`config.mk`:
```
export PLATFORM = sky130hd
export DESIGN_NAME = fetch_queue
export DESIGN_NICKNAME = d
export VERILOG_FILES = /design/src/rtl/mips_pkg.sv /design/src/rtl/fetch_queue_mem.sv /design/src/rtl/fetch_queue.sv
export SDC_FILE = /design/constraint.sdc
export NUM_CORES = 1
export LEC_CHECK = 0
export ABC_AREA = 1
export CAP_MARGIN = 20
export CORE_MARGIN = 5
export CORE_UTILIZATION = 56
export CTS_CLUSTER_SIZE = 30
export DETAILED_ROUTE_END_ITERATION = 7
export GPL_ROUTABILITY_DRIVEN = 0
export PLACE_DENSITY_LB_ADDON = 0.08
export SYNTH_ARGS = -nofsm -noshare
export SYNTH_HDL_FRONTEND = slang
export SYNTH_HIERARCHICAL = 1
export SYNTH_SLANG_ARGS = --single-unit
```
`constraint.sdc`:
```
create_clock -name clk -period 11.7 [get_ports clk]
set_clock_uncertainty 0.1 [all_clocks]
set_input_delay 2.925 -clock clk [delete_from_list [all_inputs] [get_ports clk]]
set_output_delay 2.925 -clock clk [all_outputs]
set_load 0.01 [all_outputs]
```
`src/rtl/mips_pkg.sv`:
```
// rtl/mips_pkg.sv - shared MIPS pipeline constants and the fetch-queue entry record
package mips_pkg;

    localparam int XLEN = 32;
    localparam logic [XLEN-1:0] NOP = 32'h0000_0000;

    typedef struct packed {
        logic [XLEN-1:0] instr;
        logic [XLEN-1:0] pc;
        logic [XLEN-1:0] pcplus4;
    } fetchEntry_t;

endpackage

```
`src/rtl/fetch_queue_mem.sv`:
```
// rtl/fetch_queue_mem.sv - DEPTH-entry register array, one write port, one async read port
module fetch_queue_mem
    import mips_pkg::*;
#(
    parameter int  DEPTH  = 4,
    parameter type entryT = fetchEntry_t,
    localparam int PTR_W  = $clog2(DEPTH)
) (
    input  logic             clk,
    input  logic             wrEn,
    input  logic [PTR_W-1:0] wrAddr,
    input  entryT            wrData,
    input  logic [PTR_W-1:0] rdAddr,
    output entryT            rdData
);

    // Contents are only observable through count != 0, so no reset is needed.
    entryT slots [DEPTH];

    always_ff @(posedge clk) begin
        if (wrEn) begin
            slots[wrAddr] <= wrData;
        end
    end

    assign rdData = slots[rdAddr];

endmodule

```
`src/rtl/fetch_queue.sv`:
```
// rtl/fetch_queue.sv - fetch-to-decode instruction queue; optional same-cycle bypass via FETCH_QUEUE_BYPASS_EN
module fetch_queue
    import mips_pkg::*;
#(
    parameter int DEPTH = 4,
    parameter int WIDTH = 32
) (
    input  logic             clk,
    input  logic             reset,
    input  logic             flushFD,
    input  logic             validF,
    input  logic [WIDTH-1:0] instrF,
    input  logic [WIDTH-1:0] pcF,
    input  logic [WIDTH-1:0] pcplus4F,
    output logic             fullF,
    input  logic             stallD,
    output logic             validD,
    output logic [WIDTH-1:0] instrD,
    output logic [WIDTH-1:0] pcD,
    output logic [WIDTH-1:0] pcplus4D
);

    localparam int PTR_W = $clog2(DEPTH);
    localparam int CNT_W = PTR_W + 1;

    // Same layout as fetchEntry_t, sized to this instance's WIDTH.
    typedef struct packed {
        logic [WIDTH-1:0] instr;
        logic [WIDTH-1:0] pc;
        logic [WIDTH-1:0] pcplus4;
    } entryT;

    logic [CNT_W-1:0] count;
    logic [PTR_W-1:0] rdPtr;
    logic [PTR_W-1:0] wrPtr;
    logic             doPush;
    logic             doPop;
    entryT            fEntry;
    entryT            headEntry;
    entryT            outEntry;

    assign fEntry = '{instr: instrF, pc: pcF, pcplus4: pcplus4F};
    assign fullF  = (count == CNT_W'(DEPTH));

    fetch_queue_mem #(
        .DEPTH  (DEPTH),
        .entryT (entryT)
    ) u_mem (
        .clk    (clk),
        .wrEn   (doPush),
        .wrAddr (wrPtr),
        .wrData (fEntry),
        .rdAddr (rdPtr),
        .rdData (headEntry)
    );

`ifdef FETCH_QUEUE_BYPASS_EN
    logic bypass;
    assign bypass = (count == '0) && validF && !flushFD;

    always_comb begin
        validD   = (count != '0) || bypass;
        outEntry = bypass ? fEntry : headEntry;
    end

    // A bypassed word that decode takes immediately never touches storage.
    assign doPush = validF && !fullF && !flushFD && !(bypass && !stallD);
    assign doPop  = (count != '0) && !stallD;
`else
    always_comb begin
        validD   = (count != '0);
        outEntry = headEntry;
    end

    assign doPush = validF && !fullF && !flushFD;
    assign doPop  = validD && !stallD;
`endif

    always_comb begin
        instrD   = WIDTH'(NOP);
        pcD      = '0;
        pcplus4D = '0;
        if (validD) begin
            instrD   = outEntry.instr;
            pcD      = outEntry.pc;
            pcplus4D = outEntry.pcplus4;
        end
    end

    always_ff @(posedge clk or negedge reset) begin
        if (!reset) begin
            count <= '0;
            rdPtr <= '0;
            wrPtr <= '0;
        end else if (flushFD) begin
            count <= '0;
            rdPtr <= '0;
            wrPtr <= '0;
        end else begin
            count <= count + CNT_W'(doPush) - CNT_W'(doPop);
            if (doPush) begin
                wrPtr <= wrPtr + PTR_W'(1);
            end
            if (doPop) begin
                rdPtr <= rdPtr + PTR_W'(1);
            end
        end
    end

endmodule
```
==> results.ini <==
[status]
status = complete, no violations

[route]
dr.pass1.iters = 6
finalWirelength_um = 36900
vias = 11511
via_per_inst = 4.84
antenna_left = 0
drt-initial-drc-count = 730
wl_per_cell_um = 15.5
drc_errors = 0

[final_layout]
drive_gt1_frac = 0.0414
fin_util = 0.680
area_growth_pct = 20.2
nNetsFinal = 2056

[yosys]
netlist-cell-type-count = 20
syn_inst = 1770
synth_seq_cells = 391
synth_seq_area_share = 0.676
yosys_warnings = 6
synth.cell_area_sq_um = 17300
synth_area_per_cell_sq_um = 9.78
synth_nets = 1874

[grt]
first_global_vias = 11444
gr-usage-met2 = 0.381
grt.overflow.total = 0
use_met1 = 0.264
grt_use_total = 0.213
busiest_layer = met2
grt_max_degree = 110
grt_antenna_before_repair = 3
use_met3 = 0.0422
grt_pass1_wl_um = 57800

[cts]
clockRootBuffer = clkbuf_16
clk_latency_ps = 510
cts_buffer_depth = 3
cts_tree = done
hold_buffers = 0
cts_htree_levels = 2
clock_sinks = 391
post_cts_buffers = 0
post_cts_resized = 0
clkTransAtPathRegs_ps = 60
cts_buffers = 40

[die]
die_y_um = 186
die-area_sq_um = 34500
pin_count = 199
start_util = 0.566
rows = 64
core_area_sq_um = 30600
die_x_um = 186

[timing]
whs_ps = 561
hold_viol_final = 0
finalSetupViolCount = 0
fmax_ghz = 0.142
period_share = 0.601
relSlewSlack = 0.282
fin_crit_ps = 7030
rsz0062_at_grt = false
drv_slew = 0
fin_tns_setup_ps = 0
tightest_slew_ps = 1080

[power_and_ir_drop]
powerDensity_nw_per_um2 = 212
p_leak_nw = 9.54
total_power_mw = 4.41
ir_drop_v = 0.000128

[setup_path]
end_kind = output port
worst-path-buf-inv = 4
cp_top_family = buffers and inverters
critical_path_class = reg2out
cp_common_cell = nand2_1
cp_slowest_cell = buf_4
crit_path_max_incr_delay_ps = 850
arrival_ps = 4000
cp_cell_sequence = inv_6, buf_4, nand2_1, nand3_1, nand2_1, inv_1, nor2_1, clkdlybuf4s50_1
crit_required_ps = 8680
critPathMaxFanout = 109
critPathLaunchType = register

[hold_path]
hold_path_class = reg2reg

[place]
dp_hpwl_um = 20800
portBuffers = 198

[run]
drv_cap = 0

-- through the flow --
| step | cells | setup WS [ps] | cell area (sq um) |
|---|---|---|---|
| 6_report | 2378 | 4670 | 20800 |
| 5_1_grt | 2378 | 4400 | 20800 |
| 4_1_cts | 2375 | 4640 | 20800 |
| 3_5_place_dp | 2306 | 5190 | 19500 |
| 3_3_place_gp | 2306 | 5230 | 19500 |
| 2_1_floorplan | 1770 | 1250 | 17300 |
-- layer usage --
layer / share of wire / vias to the layer above
li1: - / 5754
met1: 0.40 / 5398
met2: 0.51 / 304
met3: 0.067 / 55
met4: 0.021 / 0
met5: 0 / -
-- Yosys cell counts (all sizes together) --
| library cell | n | area share |
|---|---|---|
| clkbuf | 11 | 0.0024 |
| a21oi | 1 | 0.00029 |
| clkinv | 1 | 0.00022 |
| edfxtp | 384 | 0.67 |
| inv | 498 | 0.11 |
| fa | 1 | 0.0012 |
| dfrtp | 7 | 0.010 |
| nand2 | 494 | 0.11 |
| buf | 62 | 0.020 |
| ha | 2 | 0.0014 |
| nand3 | 197 | 0.057 |
| or2 | 1 | 0.00036 |
| nor3 | 4 | 0.0012 |
| nor2 | 103 | 0.023 |
| nand4 | 4 | 0.0014 |
-- cell type report --
cell class	count	area, sq um
sequential	391	11700
fill	2382	9780
multi-input combinational	807	3360
timing repair buffer	213	2090
inverter	499	1880
clock buffer	51	1080
tap	396	495
clock inverter	18	169
antenna	3	7.51
-- flip-flops by register name (all words and copies together), names as in the netlist --
name,cells
count,3
rdPtr,2
wrPtr,2
u_mem/slots,384
-- placed cells by master (no fill, tap or decap), types with 5 or more instances in the layout --
cell type and count:
clkinv_1 7, clkbuf_1 8, inv_1 495, buf_4 15, clkbuf_16 41, nand3_1 197, clkinv_2 6, edfxtp_1 384
nand2_1 493, nor2_1 102, clkdlybuf4s50_1 198, dfrtp_1 5
-- power by group --
| part | leakage, nW | internal, mW | switching [mW] |
|---|---|---|---|
| logic | 5.37 | 0.640 | 0.863 |
| registers | 3.57 | 1.63 | 0.0631 |
| clock network | 0.605 | 0.719 | 0.495 |
| total | 9.54 | 2.99 | 1.42 |
-- cell families (layout without fill, tap and decap cells) --
logic type,count (synthesis),count (layout),share of synthesized area
other,0,3,0
adders and majority gates,3,3,0.00260
AOI/OAI and AO/OA,1,1,0.000289
DFF,391,391,0.676
and+or+nand+nor,803,803,0.190
buffers and inverters,572,781,0.130
-- tightest hold or removal path: stages (launching register included) --
cell and delay, ps:
dfrtp_1 450, nand3_1 110, nand2_1 60
-- path summary, 6_finish.rpt --
path                          start                  to  slack (ps)  cells after the start
setup reg to reg           count[1]  u_mem/slots[1][73]        8290                      8
max in group asynchronous     reset            rdPtr[0]        8620                      1
setup / recovery           rdPtr[0]        pcplus4D[23]        4670                      8
hold reg to reg            wrPtr[0]            wrPtr[0]         560                      2
min in group asynchronous     reset            wrPtr[1]        2590                      1
hold / removal             wrPtr[0]            wrPtr[0]         560                      2
Note: power is estimated with default switching activity, not from simulation.
